File: src/rtl/crc_cmd_master.sv
// Command-queue bus master for the CRC register port: queues read/write commands,
// issues each as a single Sel cycle and returns one response per command.
`timescale 1ns/1ps
module crc_cmd_master #(
   parameter int FIFO_DEPTH = 4,
   parameter int RD_LATENCY = 1
) (
   input  logic                          clk,
   input  logic                          rst,
   input  logic                          cmd_valid,
   output logic                          cmd_ready,
   input  logic                          cmd_rw,
   input  logic [31:0]                   cmd_addr,
   input  logic [31:0]                   cmd_wdata,
   output logic                          rsp_valid,
   input  logic                          rsp_ready,
   output logic                          rsp_rw,
   output logic [31:0]                   rsp_data,
   output logic [31:0]                   addr,
   output logic [31:0]                   data_wr,
   output logic                          RW,
   output logic                          Sel,
   input  logic [31:0]                   data_rd,
   output logic                          busy,
   output logic [$clog2(FIFO_DEPTH):0]   fifo_count,
   output logic [1:0]                    dbg_state
);

   localparam int AW = $clog2(FIFO_DEPTH);
   localparam logic [AW:0] DEPTH_C = FIFO_DEPTH[AW:0];
   localparam logic [2:0]  LAT_C   = RD_LATENCY[2:0];

   // Handshakes: a beat transfers on a rising edge where valid & ready are both high;
   // a producer holds its payload stable while valid is high and ready is low.
   typedef enum logic [1:0] {IDLE = 2'd0, ISSUE = 2'd1, RDWAIT = 2'd2, RESP = 2'd3} state_t;

   state_t         state, state_nxt;
   logic [64:0]    mem [FIFO_DEPTH];
   logic [64:0]    head;
   logic [AW-1:0]  wr_ptr, rd_ptr;
   logic [AW:0]    count_nxt;
   logic [2:0]     rd_cnt;
   logic           push, pop;

   assign push = cmd_valid & cmd_ready;
   assign head = mem[rd_ptr];

   always_ff @(posedge clk or posedge rst) begin
      if (rst) state <= IDLE;
      else     state <= state_nxt;
   end

   always_comb begin
      state_nxt = state;
      unique case (state)
         IDLE:    if (fifo_count != '0) state_nxt = ISSUE;
         ISSUE:   state_nxt = RW ? RESP : RDWAIT;
         RDWAIT:  if (rd_cnt == 3'd1) state_nxt = RESP;
         RESP:    if (rsp_ready) state_nxt = IDLE;
         default: state_nxt = IDLE;
      endcase
   end

   always_comb begin
      pop       = (state == IDLE) && (fifo_count != '0);
      rsp_valid = (state == RESP);
      busy      = (state != IDLE) || (fifo_count != '0);
      dbg_state = state;
   end

   always_comb begin
      count_nxt = fifo_count;
      if (push && !pop) count_nxt = fifo_count + 1'b1;
      if (pop && !push) count_nxt = fifo_count - 1'b1;
   end

   always_ff @(posedge clk) begin
      if (push) mem[wr_ptr] <= {cmd_rw, cmd_addr, cmd_wdata};
   end

   // cmd_ready is registered from the next count so it stays low through reset.
   always_ff @(posedge clk or posedge rst) begin
      if (rst) begin
         wr_ptr     <= '0;
         rd_ptr     <= '0;
         fifo_count <= '0;
         cmd_ready  <= 1'b0;
      end else begin
         if (push) wr_ptr <= wr_ptr + 1'b1;
         if (pop)  rd_ptr <= rd_ptr + 1'b1;
         fifo_count <= count_nxt;
         cmd_ready  <= (count_nxt < DEPTH_C);
      end
   end

   always_ff @(posedge clk or posedge rst) begin
      if (rst) begin
         Sel     <= 1'b0;
         RW      <= 1'b0;
         addr    <= '0;
         data_wr <= '0;
      end else if (pop) begin
         Sel     <= 1'b1;
         RW      <= head[64];
         addr    <= head[63:32];
         data_wr <= head[64] ? head[31:0] : 32'h0;
      end else begin
         Sel     <= 1'b0;
         RW      <= 1'b0;
         addr    <= '0;
         data_wr <= '0;
      end
   end

   // rd_cnt counts down the remaining read-latency cycles; capture on the last one.
   always_ff @(posedge clk or posedge rst) begin
      if (rst) begin
         rd_cnt   <= '0;
         rsp_data <= '0;
         rsp_rw   <= 1'b0;
      end else begin
         unique case (state)
            ISSUE: begin
               if (RW) begin
                  rsp_data <= '0;
                  rsp_rw   <= 1'b1;
               end else begin
                  rd_cnt <= LAT_C;
               end
            end
            RDWAIT: begin
               rd_cnt <= rd_cnt - 1'b1;
               if (rd_cnt == 3'd1) begin
                  rsp_data <= data_rd;
                  rsp_rw   <= 1'b0;
               end
            end
            RESP: begin
               if (rsp_ready) begin
                  rsp_data <= '0;
                  rsp_rw   <= 1'b0;
               end
            end
            default: ;
         endcase
      end
   end

endmodule

File: config.mk
export PLATFORM = sky130hd
export DESIGN_NAME = crc_cmd_master
export DESIGN_NICKNAME = d
export VERILOG_FILES = /design/src/rtl/crc_cmd_master.sv
export SDC_FILE = /design/constraint.sdc
export NUM_CORES = 1
export LEC_CHECK = 0
export BUFFER_PORTS_ARGS = -buffer_cell sky130_fd_sc_hd__clkbuf_2
export CAP_MARGIN = 20
export CORE_MARGIN = 2
export CORE_UTILIZATION = 55
export DETAILED_ROUTE_END_ITERATION = 6
export HOLD_SLACK_MARGIN = 0.06
export PLACE_DENSITY = 0.77
export SLEW_MARGIN = 25
export SYNTH_ARGS = -nofsm -noshare
export SYNTH_HDL_FRONTEND = slang
export SYNTH_SLANG_ARGS = --single-unit
export TNS_END_PERCENT = 1
File: constraint.sdc
create_clock -name clk -period 4.4 [get_ports clk]
set_clock_uncertainty 0.1 [all_clocks]
set_input_delay 0.66 -clock clk [delete_from_list [all_inputs] [get_ports clk]]
set_output_delay 0.66 -clock clk [all_outputs]
set_load 0.005 [all_outputs]
# == Word-level counts from Yosys, hierarchy flattened ==
# Memories as Yosys holds them, arrays and structs flattened.
# Index checks and enable logic that the tools add are counted.
# totals
ram_bits,260
regBits,112
mem_count,1
out_inout_bits,107
rom_bits,0
latchBits,0
# mem_list
name,depth,word_bits,read_ports,rd_clocked_by_memory_dff,wr,line_no,source
mem,4,65,1,0,1,38,logic [64:0] mem [FIFO_DEPTH];
# classes
magnitude_cmp,1
mul,0
n_reduce_logical,14
div_mod_pow,0
n_mux,24
addsub,5
bitwise,1
eq_ne,9
shifts,0
# ops
operator,count
2-to-1 mux 32 bit,6
one-hot mux 32 bit (3 select lines),1
2-to-1 mux 3 bit,3
2-to-1 mux 1 bit,8
one-hot mux 2 bit (4 select lines),1
2-to-1 mux 2 bit,3
!= test 2 bit (second input constant),3
one-hot mux 3 bit (2 select lines),1
nonzero test 3 bit,2
subtractor 3 x 1 -> 3 bit (second input constant),2
adder 2 x 1 -> 2 bit (second input constant),2
equality test 2 bit (second input constant),2
!= test 2 x 1 -> 1 bit (second input constant),2
AND reduction 4 bit,1
nonzero test 2 bit,2
adder 3 x 1 -> 3 bit (second input constant),1
equality test 3 x 1 -> 1 bit (second input constant),1
logical AND 1 bit,3
< comparator 3 bit (second input constant),1
one-hot mux 1 bit (3 select lines),1
AND reduction 3 bit,1
equality test 2 x 1 -> 1 bit (second input constant),1
logical NOT 1 bit,2
logical NOT 2 bit,1
other kinds (3),3

# == Longest topological paths before layout ==
# logic_depth
ltp_word,7
ltp_mapped,9

# == Worst setup path after synthesis ==
# OpenSTA, ideal clock, no wires.
# synth_timing
path_kind,input -> register
start,input cmd_valid
end,"memory mem[2][0], enable pin"
setup_ps,430
path_buffers,0
t_arrival_ps,2241
cell_stages,1
setup_slack_ps,1629
required_time_ps,3870
cell_sequence,and3_1
# synth_via
elab_chain_len,3
# synth_rtl
item,line_no,source
"start, declared",10,"input logic cmd_valid,"
AND 1 bit,45,assign push = cmd_valid & cmd_ready;
2-to-1 mux 1 bit,78,"if (push) mem[wr_ptr] <= {cmd_rw, cmd_addr, cmd_wdata};"
2-to-1 mux 1 bit (implied by the code),78,
"end, declared",38,
# No other way between the ends.

# == Final worst setup path ==
# layout_timing
start,"register state[0], in the netlist dbg_state[0]"
end,output busy
# layout_via
elab_chain_len,2
# layout_rtl
item,line_no,source
"start, declared",37,"state_t state, state_nxt;"
"start signal, assigned",50,else state <= state_nxt;
nonzero test 2 bit,67,busy = (state != IDLE) || (fifo_count != '0);
logical OR 1 bit,67,
"end, declared",24,"output logic busy,"
# No other way between the ends.

==> flow_metrics.tcl <==
set metrics [dict create \
    post-route-period-util_pct 66.5 \
    timing.final.ws_setup_ps 1480 \
    cp_top_family "buffers and inverters" \
    synthMuxAreaShare_pct 13.1 \
    yosysTopAreaCell "edfxtp_1" \
    critical_path_class "register to output port" \
    yosysMostFrequentCell "edfxtp_1" \
    slew_headroom_pct 35.8 \
    drc 0 \
    synth-simple-area-share_pct 5.04 \
    synthAdderAreaFrac_pct 1.36 \
    p_comb_share_pct 26.0 \
    powerDensity_mw_per_mm2 664 \
    ctsHoldBuffers 0 \
    syn2layout_area_growth_pct 19.9 \
    synth_xor_area_share_pct 0.253 \
    leakagePower_nw 6.73 \
    viasPerCell 5.38 \
    swShare_pct 27.8 \
    root_buffer "clkbuf_16" \
    clock_latency_ps 510 \
    crit_required_ps 3640 \
    netlist_instances 711 \
    slowest_delay_ps 520 \
    arrival_ps 2160 \
    clock.fmax_ghz 0.342 \
    wl_per_cell_um 19.9 \
    synthTopCellsByCount "edfxtp_1 (260), dfrtp_1 (112), mux4_2 (65)" \
    post_cts.repair.setup_buffers 0 \
    synth_top_family_by_area "multiplexers" \
    pwr-share-clk_pct 29.3 \
    cts_buffers 38 \
    grt_pass1_wl_um 39700 \
    dr.pass1.iters 7 \
    grt_setup_unrepaired "false" \
    grt_overflow 0 \
    maxCapViolations 0 \
    cp-start-kind "register" \
    grt_max_degree 66 \
    cts_sinks 372 \
    ios 208 \
    cts_resized 0 \
    antenna_found_initial 1 \
    dp_slack_ps 1610 \
    grt_use_total_pct 19.9 \
    period_minus_slack_ps 2920 \
    peakVddDrop_mv 0.400 \
    core_mm2 0.0250 \
    crit_fanout 25 \
    fin_cells 1298 \
    final_area_mm2 0.0166 \
    cts_tree "done" \
    syn_area_mm2 0.0138 \
    routed_wirelength_um 25900 \
    initial_core_util_pct 55.4 \
    end_kind "output port" \
    row_count 58 \
    yosysTopAreaCellShare_pct 56.4 \
    path_clk_slew_ps 60 \
    place.gp.congestion 0.728 \
    cp_cell_sequence "inv_1, ha_1, buf_4, nand2_1, clkbuf_2" \
    drive_gt1_share_pct 36.9 \
    hold_violations 0 \
    syn_area_per_cell_um2 19.5 \
    vias 6980 \
    syn_nets 827 \
    slew_viol_final 0 \
    hold_class "input pin to async pin" \
    htree_levels 2 \
    status "finished clean" \
    setup_tns_ps 0 \
    yosysWarnings 0 \
    power_frac_seq_pct 44.8 \
    die_area_mm2 0.0264 \
    tightestPinTransition_ps 964 \
    die_w_um 163 \
    slowest_stage "ha_1" \
    power.internal_mw 7.96 \
    synth_compound_area_share_pct 1.01 \
    synth_seq_area_share_pct 76.7 \
    die-height_um 163 \
    p_sw_mw 3.06 \
    crit_buf_inv 3 \
    synth.distinct_cells 36 \
    async_reset_ff_share_pct 30.1 \
    post-dp-hpwl_um 14900 \
    final_antenna_net_count 0 \
    grt_pass1_vias 7191 \
    synth.area.top_cells "edfxtp_1 (56%), dfrtp_1 (20%), mux4_2 (11%)" \
    clockBufferDepth 3 \
    placed_cells 1224 \
    synth_edf_count 260 \
    setup_viol 0 \
    ys.flop_type "edfxtp_1" \
    synth-seq-cells 372 \
    place_area_mm2 0.0152 \
    drt_iter0_drc 527 \
    port_buffers 207 \
    nNetsFinal 1054 \
]
power by group through the flow:
| stage | Sequential [mW] | Clock (mW) | Combinational (mW) |
|---|---|---|---|
| after global routing | 5.01 | 3.42 | 3.13 |
| after detailed placement | 5.02 | 0 | 2.85 |
| final | 4.93 | 3.22 | 2.86 |
| after CTS | 4.96 | 3.28 | 2.87 |
| after global placement | 4.98 | 0 | 2.79 |
| after floorplan | 4.87 | 0 | 2.12 |
final timing paths:
| path | from | endpoint | slack [ps] | depth (start not counted) |
|---|---|---|---|---|
| min | rst | addr[8]$_DFF_PP0_ | 190 | 2 |
| min in group clk | cmd_wdata[3] | mem[3][3]$_DFFE_PP_ | 270 | 1 |
| max reg2reg | dbg_state[0]$_DFFE_PP0P_ | data_wr[2]$_DFF_PP0_ | 1670 | 5 |
| max | dbg_state[0]$_DFFE_PP0P_ | busy | 1480 | 5 |
| min reg2reg | rd_cnt[1]$_DFFE_PP0P_ | rd_cnt[1]$_DFFE_PP0P_ | 400 | 1 |
| max in group asynchronous | rst | data_wr[16]$_DFF_PP0_ | 2930 | 3 |
state kept, by name (all words and copies together), names as in the netlist, named ones only:
register and cells:
rsp_data 32, RW 1, dbg_state 2, data_wr 32
wr_ptr 2, rd_cnt 3, fifo_count 2, mem 260
rd_ptr 2, addr 32, cmd_ready 1, rsp_rw 1
Sel 1
stage by stage:
stage / utilization, % / hold slack [ps] / total power, mW
after global placement: 60.9 / 377 / 7.77
after floorplan: - / 356 / 6.99
after detailed placement: 60.9 / 401 / 7.87
after CTS: 66.0 / 245 / 11.1
final: 66.4 / 194 / 11.0
after global routing: 66.4 / 256 / 11.6
cell type report:
class	instances	area, µm²
Tap cell	330	413
Fill cell	1677	8380
Antenna cell	1	2.50
Inverter	47	179
Clock buffer	54	1100
Clock inverter	15	179
Multi-Input combinational cell	260	2890
Sequential cell	372	10600
Timing Repair Buffer	219	1200
kinds of logic after synthesis:
| kind of cell | count (synthesis) |
|---|---|
| xor gates and xnor gates | 4 |
| muxes | 99 |
| AOI/OAI and AO/OA | 16 |
| adders and majority gates | 15 |
| DFF | 372 |
| and+or+nand+nor | 126 |
| buffers and inverters | 79 |
routing by layer:
layer	vias to the layer above	global-route usage [%]	routed length (µm)
met3	48	4.53	1940
met5	-	0	0
met2	263	33.3	12800
met1	3527	26.5	10500
li1	3142	-	-
met4	0	5.99	613
layout by cell type, fill, tap and decap left out, drive strengths merged, types with 2 or more instances in the layout:
cell      Yosys  final
dfrtp       112    112
nand2        41     41
inv          47     48
nand3         3      3
buf          18     12
bufinv        0      4
clkinvlp      0      3
ha           15     15
xnor2         4      4
edfxtp      260    260
a22o          2      2
clkinv        0      7
clkbuf       14    261
nand2b        2      2
and3         36     36
nor2b        35     35
nor2          4      4
mux2          2      2
mux4         65     65
mux2i        32     32
o21ai         5      5
Note: power is estimated with default switching activity, not from simulation.
